**config.mk**
```make
export PLATFORM = sky130hd
export DESIGN_NAME = pingpong_ctrl
export DESIGN_NICKNAME = d
export VERILOG_FILES = /design/src/rtl/pingpong_ctrl.sv
export SDC_FILE = /design/constraint.sdc
export NUM_CORES = 1
export LEC_CHECK = 0
export BUFFER_PORTS_ARGS = -buffer_cell sky130_fd_sc_hd__buf_2
export CAP_MARGIN = 15
export CORE_ASPECT_RATIO = 1.75
export CORE_MARGIN = 4
export CORE_UTILIZATION = 55
export DETAILED_ROUTE_END_ITERATION = 16
export HOLD_SLACK_MARGIN = 0.06
export PLACE_DENSITY_LB_ADDON = 0.3
export SYNTH_ARGS = -nofsm -noshare
export SYNTH_HDL_FRONTEND = slang
export SYNTH_SLANG_ARGS = --single-unit
```
**constraint.sdc**
```tcl
create_clock -name clk -period 3.94 [get_ports clk]
set_clock_uncertainty 0.05 [all_clocks]
set_input_delay 0.788 -clock clk [delete_from_list [all_inputs] [get_ports clk]]
set_output_delay 0.788 -clock clk [all_outputs]
set_load 0.02 [all_outputs]
```
**src/rtl/pingpong_ctrl.sv**
```systemverilog
// Ping-pong buffer sequencer: fills one 256-byte half of a 512-byte dual-port
// buffer from a byte stream and drains the other half over valid/ready.
module pingpong_ctrl (
  input  logic       clk,
  input  logic       rst,
  input  logic       in_valid,
  input  logic [7:0] in_data,
  input  logic       flush,
  output logic       we,
  output logic [8:0] write_addr,
  output logic [7:0] din,
  output logic [7:0] read_addr,
  input  logic [7:0] dout,
  output logic       out_valid,
  output logic [7:0] out_data,
  input  logic       out_ready,
  output logic       blk_start,
  output logic [8:0] blk_len,
  output logic       blk_done,
  output logic       overflow,
  output logic [15:0] drop_cnt
);

  typedef enum logic [1:0] {S_IDLE, S_FETCH, S_LOAD, S_HOLD} rd_state_t;

  rd_state_t   r_state;
  rd_state_t   w_state_nxt;

  logic [8:0]  r_wr_cnt;
  logic        r_flush_pend;
  logic        r_drain_req;
  logic        r_we;
  logic [8:0]  r_write_addr;
  logic [7:0]  r_din;
  logic [8:0]  r_blk_len;
  logic        r_overflow;
  logic [15:0] r_drop_cnt;

  logic [7:0]  r_read_addr;
  logic        r_out_valid;
  logic [7:0]  r_out_data;
  logic        r_blk_start;
  logic        r_blk_done;

  logic        w_full;
  logic        w_swap;
  logic        w_accept;
  logic        w_drop;
  logic        w_last;
  logic [7:0]  w_read_addr_nxt;
  logic        w_out_valid_nxt;
  logic [7:0]  w_out_data_nxt;
  logic        w_blk_start_nxt;
  logic        w_blk_done_nxt;
  logic        w_req_clr;

  // The write bank is carried in write_addr[8]; the reader always uses its inverse,
  // so the swap is only allowed while the reader is idle with no drain queued.
  assign w_full   = r_wr_cnt[8];
  assign w_swap   = (r_state == S_IDLE) && !r_drain_req &&
                    (w_full || (r_flush_pend && (r_wr_cnt != 9'd0)));
  assign w_accept = in_valid && !w_full && !w_swap;
  assign w_drop   = in_valid && !w_accept;
  assign w_last   = ({1'b0, r_read_addr} == (r_blk_len - 9'd1));

  always_ff @(posedge clk) begin
    if (rst) begin
      r_wr_cnt     <= '0;
      r_flush_pend <= 1'b0;
      r_drain_req  <= 1'b0;
      r_we         <= 1'b0;
      r_write_addr <= '0;
      r_din        <= '0;
      r_blk_len    <= '0;
      r_overflow   <= 1'b0;
      r_drop_cnt   <= '0;
    end else begin
      r_we <= w_accept;
      if (w_accept) begin
        r_write_addr <= {r_write_addr[8], r_wr_cnt[7:0]};
        r_din        <= in_data;
        r_wr_cnt     <= r_wr_cnt + 9'd1;
      end else if (w_swap) begin
        r_write_addr <= {~r_write_addr[8], 8'h00};
        r_wr_cnt     <= '0;
        r_blk_len    <= r_wr_cnt;
      end

      // A flush in the same cycle as an accepted byte still closes that byte's block.
      if (w_swap)
        r_flush_pend <= 1'b0;
      else if (flush && ((r_wr_cnt != 9'd0) || w_accept))
        r_flush_pend <= 1'b1;

      if (w_swap)
        r_drain_req <= 1'b1;
      else if (w_req_clr)
        r_drain_req <= 1'b0;

      if (w_drop) begin
        r_overflow <= 1'b1;
        if (r_drop_cnt != 16'hFFFF)
          r_drop_cnt <= r_drop_cnt + 16'd1;
      end
    end
  end

  always_ff @(posedge clk) begin
    if (rst) begin
      r_state     <= S_IDLE;
      r_read_addr <= '0;
      r_out_valid <= 1'b0;
      r_out_data  <= '0;
      r_blk_start <= 1'b0;
      r_blk_done  <= 1'b0;
    end else begin
      r_state     <= w_state_nxt;
      r_read_addr <= w_read_addr_nxt;
      r_out_valid <= w_out_valid_nxt;
      r_out_data  <= w_out_data_nxt;
      r_blk_start <= w_blk_start_nxt;
      r_blk_done  <= w_blk_done_nxt;
    end
  end

  always_comb begin
    w_state_nxt     = r_state;
    w_read_addr_nxt = r_read_addr;
    w_out_valid_nxt = r_out_valid;
    w_out_data_nxt  = r_out_data;
    w_blk_start_nxt = 1'b0;
    w_blk_done_nxt  = 1'b0;
    w_req_clr       = 1'b0;
    case (r_state)
      S_IDLE: begin
        if (r_drain_req) begin
          w_state_nxt     = S_FETCH;
          w_read_addr_nxt = 8'h00;
          w_blk_start_nxt = 1'b1;
          w_req_clr       = 1'b1;
        end
      end
      S_FETCH: w_state_nxt = S_LOAD;
      S_LOAD: begin
        w_out_data_nxt  = dout;
        w_out_valid_nxt = 1'b1;
        w_state_nxt     = S_HOLD;
      end
      S_HOLD: begin
        if (out_ready) begin
          w_out_valid_nxt = 1'b0;
          if (w_last) begin
            w_state_nxt    = S_IDLE;
            w_blk_done_nxt = 1'b1;
          end else begin
            w_read_addr_nxt = r_read_addr + 8'd1;
            w_state_nxt     = S_FETCH;
          end
        end
      end
      default: w_state_nxt = S_IDLE;
    endcase
  end

  assign we         = r_we;
  assign write_addr = r_write_addr;
  assign din        = r_din;
  assign read_addr  = r_read_addr;
  assign out_valid  = r_out_valid;
  assign out_data   = r_out_data;
  assign blk_start  = r_blk_start;
  assign blk_len    = r_blk_len;
  assign blk_done   = r_blk_done;
  assign overflow   = r_overflow;
  assign drop_cnt   = r_drop_cnt;

endmodule

```
==> results of run 1 <==
## area by class of cell
cell class | count | area [um2]
Timing Repair Buffer | 85 | 430
Inverter | 11 | 41.3
Tap cell | 80 | 100
Fill cell | 523 | 2130
Clock buffer | 12 | 145
Sequential cell | 76 | 1520
Multi-Input combinational cell | 304 | 1860
## final timing paths
| path | to | slack (ns) | cells after the start |
|---|---|---|---|
| setup / recovery | read_addr[6]$_SDFFE_PP0P_ | 1.02 | 8 |
| hold / removal | write_addr[7]$_SDFFE_PP0P_ | 0.40 | 2 |
| setup reg to reg | read_addr[6]$_SDFFE_PP0P_ | 1.02 | 8 |
| hold reg to reg | write_addr[7]$_SDFFE_PP0P_ | 0.40 | 2 |
## cells in the mapped netlist (2+ instances only)
library cell / n
or3_1: 7
inv_1: 11
dfxtp_1: 76
nand2_1: 35
nor2_1: 69
a32oi_1: 2
nand4_1: 8
nand2b_1: 4
nor4_1: 4
xnor2_1: 16
a31oi_1: 3
and2_1: 6
a21oi_1: 27
o211ai_1: 4
nor2b_1: 6
buf_1: 3
o21ai_0: 13
xor2_1: 14
buf_2: 2
nand4b_1: 2
mux2i_1: 23
ha_1: 9
and3_1: 6
or4_1: 2
nor3_1: 10
nand3_1: 14
clkbuf_1: 15
## power by group
| group | internal, mW | leakage (nW) | switching (mW) |
|---|---|---|---|
| Sequential | 0.802 | 0.615 | 0.0230 |
| Combinational | 0.101 | 1.09 | 0.174 |
| Clock | 0.232 | 0.0743 | 0.250 |
## routing by layer
layer | part of all wire (%) | wire length [um] | vias to the layer above | track usage, %
li1 | - | - | 1556 | -
met1 | 38 | 3050 | 1460 | 22.7
met2 | 54 | 4320 | 70 | 39.8
met3 | 4.7 | 375 | 17 | 4.63
met4 | 2.7 | 217 | 0 | 11.0
met5 | 0 | 0 | - | 0
## logic make-up (layout without fill, tap and decap cells)
kind of cell / Yosys count / after routing
adder cells (fa/ha/maj): 9 / 9
AND/OR/NAND/NOR: 183 / 183
multiplexers: 23 / 23
flip-flops: 76 / 76
buffers and inverters: 32 / 108
XOR/XNOR: 30 / 30
AO/OA/AOI/OAI: 59 / 59
## sequential cells by signal, summed over array words and instances, names as in the netlist
name / flops
we: 1
drop_cnt: 16
r_state: 2
blk_start: 1
r_wr_cnt: 9
out_valid: 1
read_addr: 8
r_flush_pend: 1
blk_done: 1
r_drain_req: 1
out_data: 8
overflow: 1
din: 8
write_addr: 9
blk_len: 9
## per-stage QoR
stage | total power, mW | utilization, % | setup WS (ns) | cell area [um2] | hold slack [ns]
floorplan | 1.04 | - | 1.34 | 3510 | 0.403
global placement | 1.11 | 63.5 | 1.15 | 3960 | 0.382
detailed placement | 1.12 | 63.5 | 0.966 | 3960 | 0.395
CTS | 1.60 | 65.8 | 0.967 | 4100 | 0.404
global route | 1.66 | 65.8 | 0.743 | 4100 | 0.419
finish | 1.58 | 65.8 | 1.02 | 4100 | 0.401
## worst reg2reg max path: cells and delay by family, from the launching register on
| kind | cells | cell delay [ns] |
|---|---|---|
| flip-flops | 1 | 0.44 |
| adder cells (fa/ha/maj) | 1 | 0.29 |
| buffers and inverters | 1 | 0.07 |
| AO/OA/AOI/OAI | 4 | 1.49 |
| AND/OR/NAND/NOR | 2 | 0.52 |
==> results by group, run 1 <==
CTS
  – Setup Fix Bufs, Post-CTS: 0
  – Post-cts resize count: 0
  – Worst-Skew Late Latency: 0.35 ns
  – Reg clk slew, reported paths: 0.07 ns
  – Clock Sink Count: 76
  – Cts hold-fix bufs: 0
  – H-Tree Depth: 3
  – Max clock buf depth: 2
  – Num CTS Buffers: 9
  – Clk root buf: clkbuf_8
  – CTS tree: yes

Detailed routing
  – Antenna-violating nets left: 0
  – Vias/cell: 5.46
  – Pre-antenna DRT Iters: 4
  – Initial detailed-routing violation count: 107
  – Vias: 3103
  – DRC Markers: 0
  – DR WL/cell: 14.0 um
  – Routed WL: 7.96 mm

Logic synthesis
  – Largest family of logic cells by synthesized area: simple AND/OR/NAND/NOR gates
  – Synth cell types: 48
  – Mapped Cells: 412
  – Area fraction in compound gates after synthesis: 10.2%
  – Cell Area, Synth: 3510 um2
  – Top-area cell type share of the netlist area: 43.3%
  – Synth area leader: dfxtp_1
  – Post-synthesis sequential area ratio: 43.3%
  – Largest cells by area after synthesis: dfxtp_1 43%, nor2_1 7.4%, mux2i_1 6.6%
  – Dominant synthesized flop cell: dfxtp_1
  – Adder-Cell Fraction of Synth Area: 3.21%
  – Post-synthesis xor/xnor area fraction: 7.48%
  – Multiplexer share of the synthesized area: 6.55%
  – Simple-gate share of the synthesized area: 25.6%
  – Asr flop ratio synth: 0%
  – Number of synthesized flops with an enable pin: 0
  – #FFs+latches synth: 76
  – Synth warnings: 0
  – Syn Nets: 442
  – Avg Cell Area, Syn: 8.53 um2

Critical path
  – CP max stage cell: a2111oi_2
  – Setup crit end kind: register
  – FF-to-FF Start: blk_len[0]$_SDFFE_PP0P_
  – Crit path launch: blk_len[0]$_SDFFE_PP0P_
  – CP Launch Type: register
  – Buf/Inv on CP: 1
  – Worst EP arrival: 3.14 ns
  – Worst EP required: 4.17 ns
  – Crit path max fanout: 13
  – Crit path max-delay family: compound AO/OA/AOI/OAI gates
  – Crit path largest cell delay: 0.87 ns
  – Crit path cell chain: inv_1 -> ha_1 -> nor2b_1 -> or3_1 -> a31o_1 -> a2111oi_2 -> o21ai_0 -> a21oi_1
  – Worst setup path category: reg -> reg

Hold path
  – Hold wc startpoint: write_addr[7]$_SDFFE_PP0P_
  – HP Class: reg -> reg

STA
  – Max_slew headroom: 36.0%
  – Setup TNS: 0 ns
  – Min Tclk post-route: 2.92 ns
  – Hold Fails Final Rpt: 0
  – Fmax: 0.343 GHz
  – Final setup fails: 0
  – RSZ-0062 raised after global routing: no
  – Period utilization: 74.0%
  – Slew @ Worst Pin: 0.960 ns
  – Final slew viol count: 0

Global route
  – Tot GR Track Use: 22.0%
  – Largest net degree at the start of global routing: 57
  – First-pass GRT wire length: 13.3 mm
  – Total gr overflow: 0
  – Initial antenna violation count: 0
  – Vias in the first global route: 2974

Flow run
  – Maxcap violations: 0

Cells and area
  – Most frequent cells in the layout: 83 x buf_2, 76 x dfxtp_1, 69 x nor2_1, 35 x nand2_1, 27 x a21oi_1
  – Commonest non-fill, non-tap cell in the layout: buf_2
  – ANT cells: 0
  – Share of layout cells above drive strength 1: 20.9%
  – Layout area overhead: 16.7%
  – Non-filler cells, final: 568
  – Final nets: 517

Floorplanning
  – Die X: 68.4 um
  – Cell row count: 38
  – Die Span Y: 114 um
  – Core footprint: 6230 um2
  – Full die area: 7780 um2
  – Num ports: 84
  – Initial Util: 56.4%

Run status
  – Status: finished, final reports clean

Place
  – I/O Buffers: 83
  – DPL Wire Length: 5.95 mm
  – Post-Place Cells: 556
  – RePlAce Congestion: 0.796

Power
  – Leakage: 1.78 nW
  – Power per Cell Area: 386 nW/um2
  – Peak supply drop: 0.281 mV
Note: power is estimated with default switching activity, not from simulation.
==> inputs of run 2 (changes only) <==
--- a/config.mk
+++ b/config.mk
@@ -5,11 +5,12 @@
 export SDC_FILE = /design/constraint.sdc
 export NUM_CORES = 1
 export LEC_CHECK = 0
+export ABC_AREA = 1
 export BUFFER_PORTS_ARGS = -buffer_cell sky130_fd_sc_hd__buf_2
 export CAP_MARGIN = 15
 export CORE_ASPECT_RATIO = 1.75
 export CORE_MARGIN = 4
-export CORE_UTILIZATION = 55
+export CORE_UTILIZATION = 49
 export DETAILED_ROUTE_END_ITERATION = 16
 export HOLD_SLACK_MARGIN = 0.06
 export PLACE_DENSITY_LB_ADDON = 0.3
==> constraint.sdc (replaced) <==
create_clock -name clk -period 2.59 [get_ports clk]
set_clock_uncertainty 0.05 [all_clocks]
set_input_delay 0.518 -clock clk [delete_from_list [all_inputs] [get_ports clk]]
set_output_delay 0.518 -clock clk [all_outputs]
set_load 0.02 [all_outputs]
==> results by group, run 2 <==
Power
  – P_int: 2.28 mW (+100%)
  – Comb pwr share: 26.7% (+9.3 points)
  – Peak supply drop: 0.532 mV (+89%)
  – Switching power: 1.19 mW (+170%)
  – Leakage: 2.01 nW (+13%)
  – Power per Cell Area: 768 nW/um2 (+99%)
  – Sw Ratio: 34.2% (+6.0 points)
  – Sequential power share: 39.6% (-13 points)
  – Total power: 3.47 mW (+120%)
  – Clock power frac: 33.6% (+3.1 points)

Critical path
  – Worst setup path category: reg -> reg
  – FF-to-FF Start: blk_len[0]$_SDFFE_PP0P_
  – Worst EP arrival: 2.42 ns (-0.72 ns)
  – Crit path launch: blk_len[0]$_SDFFE_PP0P_
  – Setup crit end kind: register
  – Crit path max fanout: 11 (-2)
  – CP Launch Type: register
  – Worst EP required: 2.80 ns (-1.37 ns)

Logic synthesis
  – Dominant synthesized flop cell: dfxtp_1
  – Synth cell types: 35 (-27%)
  – Cell Area, Synth: 3750 um2 (+6.8%)
  – Synth warnings: 0 (unchanged)
  – Post-synthesis sequential area ratio: 40.5% (-2.8 points)
  – Top-area cell type share of the netlist area: 40.5% (-2.8 points)
  – Number of synthesized flops with an enable pin: 0 (unchanged)
  – Asr flop ratio synth: 0% (unchanged)
  – Mapped Cells: 522 (+27%)
  – Syn Nets: 552 (+25%)
  – Synth area leader: dfxtp_1
  – #FFs+latches synth: 76 (unchanged)
  – Top cells by count, synth: 107 x nand2_1, 76 x dfxtp_1, 56 x nor2_1
  – Avg Cell Area, Syn: 7.19 um2 (-16%)
  – Count leader, synth: nand2_1
  – Largest cells by area after synthesis: dfxtp_1 41%, nand2_1 11%, a21oi_1 5.6%

Detailed routing
  – DRC Markers: 0 (unchanged)
  – Vias/cell: 5.36 (-1.9%)
  – Vias: 3726 (+20%)
  – DR WL/cell: 13.6 um (-3.0%)
  – Routed WL: 9.45 mm (+19%)
  – Pre-antenna DRT Iters: 4 (unchanged)
  – Initial detailed-routing violation count: 216 (+100%)
  – Antenna-violating nets left: 0 (unchanged)

Floorplanning
  – Initial Util: 49.9% (-6.5 points)
  – Core footprint: 7510 um2 (+21%)
  – Full die area: 9180 um2 (+18%)
  – Cell row count: 42 (+11%)
  – Die X: 74.2 um (+8.4%)
  – Num ports: 84 (unchanged)
  – Die Span Y: 124 um (+8.8%)

CTS
  – Post-cts resize count: 0 (unchanged)
  – Max clock buf depth: 2 (unchanged)
  – Reg clk slew, reported paths: 0.06 ns (about the same)
  – Num CTS Buffers: 9 (unchanged)
  – H-Tree Depth: 3 (unchanged)
  – Cts hold-fix bufs: 0 (unchanged)
  – Clk root buf: clkbuf_16
  – CTS tree: yes
  – Setup Fix Bufs, Post-CTS: 0 (unchanged)
  – Worst-Skew Late Latency: 0.34 ns (about the same)
  – Clock Sink Count: 76 (unchanged)

Cells and area
  – ANT cells: 0 (unchanged)
  – Most frequent cells in the layout: 107 x nand2_1, 83 x buf_2, 76 x dfxtp_1, 56 x nor2_1, 47 x inv_1
  – Layout area overhead: 20.4%
  – Commonest non-fill, non-tap cell in the layout: nand2_1
  – Largest register FFs: 16 (unchanged)
  – Design area: 4520 um2 (+10%)
  – Final nets: 632 (+22%)
  – Share of layout cells above drive strength 1: 21.4% (+0.52 points)

Place
  – DPL Wire Length: 7.12 mm (+19%)
  – I/O Buffers: 83 (unchanged)
  – DP Worst Slack: 0.406 ns (-0.560 ns)
  – Post-Place Cell Area: 4240 um2 (+7.1%)
  – RePlAce Congestion: 0.981 (+23%)

STA
  – Worst hold slack: 0.361 ns (-0.0401 ns)
  – Final slew viol count: 0 (unchanged)
  – Max_slew headroom: 64.7% (+29 points)
  – Period utilization: 85.2% (+11 points)
  – Fmax: 0.453 GHz (+32%)
  – Hold Fails Final Rpt: 0 (unchanged)
  – Setup TNS: 0 ns (unchanged)
  – RSZ-0062 raised after global routing: no
  – Min Tclk post-route: 2.21 ns (-0.711 ns)
  – Slew @ Worst Pin: 0.525 ns (-0.435 ns)
  – Final setup fails: 0 (unchanged)
  – Slack of the critical path: 0.384 ns (-0.639 ns)

Run status
  – Status: finished, final reports clean

Global route
  – Initial antenna violation count: 0 (unchanged)
  – Tot GR Track Use: 21.9% (-0.12 points)
  – Largest net degree at the start of global routing: 39 (-32%)
  – Vias in the first global route: 3501 (+18%)
  – Total gr overflow: 0 (unchanged)
  – First-pass GRT wire length: 15.8 mm (+19%)

Flow run
  – Maxcap violations: 0 (unchanged)

Hold path
  – Hold wc startpoint: dout[4]
  – HP Class: in -> reg
## run 2: cell count changes in the layout (fill, tap and decap cells not counted), moves of 13 or more
cell / previous run / this run
a21oi_1: 27 / 42
inv_1: 11 / 47
mux2i_1: 23 / 0
nand2_1: 35 / 107
nand3_1: 14 / 40
nor2_1: 69 / 56
## run 2: power groups by stage
| stage | Sequential, mW | Combinational, mW | Clock [mW] |
|---|---|---|---|
| after global placement | 1.40 | 0.907 | 0 |
| after CTS | 1.38 | 0.933 | 1.19 |
| after floorplan | 1.49 | 0.592 | 0 |
| final | 1.37 | 0.928 | 1.17 |
| after detailed placement | 1.40 | 0.930 | 0 |
| after global routing | 1.39 | 1.06 | 1.24 |
## run 2: area by class of cell
type                    count  area (um2)
clock buffers              13         260
clock inverters             3        21.3
fillers                   732        3000
inverters                  53         199
multi-input cells         370        1920
flip-flops and latches     76        1520
well taps                  88         110
repair buffers             92         483
## run 2: worst max-delay path, stage by stage (launching register included)
cell	delay [ns]
dfxtp_1	0.31
inv_1	0.14
ha_1	0.27
nand2_1	0.10
nor2_1	0.11
nand3_1	0.08
nand2_1	0.06
nand2_1	0.04
nor2_1	0.09
nand3_1	0.12
nand2_1	0.10
nand2_1	0.21
nand2_1	0.25
nand2_1	0.07
a21oi_1	0.13
## run 2: logic make-up after synthesis
kind of cell             synth area share (%)
AND/OR/NAND/NOR                          30.5
AO/OA/AOI/OAI                            12.8
buffers and inverters                    8.20
flip-flops                               40.5
XOR/XNOR                                 4.90
adder cells (fa/ha/maj)                  3.00
## run 2: routing by layer
metal,up-vias,GRT usage [%],routed length (um)
met5,-,0,0
met3,24,3.31,442
met1,1720,25.0,3640
met4,0,11.0,272
li1,1872,-,-
met2,110,38.6,5100
## run 2: path summary, 6_finish.rpt
path                               endpoint  slack [ns]  depth (start not counted)
setup / recovery  read_addr[3]$_SDFFE_PP0P_        0.38                         14
hold / removal     out_data[4]$_SDFFE_PP0P_        0.36                          3
setup reg to reg  read_addr[3]$_SDFFE_PP0P_        0.38                         14
hold reg to reg        blk_start$_SDFF_PP0_        0.39                          2
## run 2: per-stage QoR
stage	utilization, %	cells
final	60.1	695
after global routing	60.1	695
after CTS	60.1	695
after detailed placement	56.4	679
after global placement	56.4	679
after floorplan	-	522
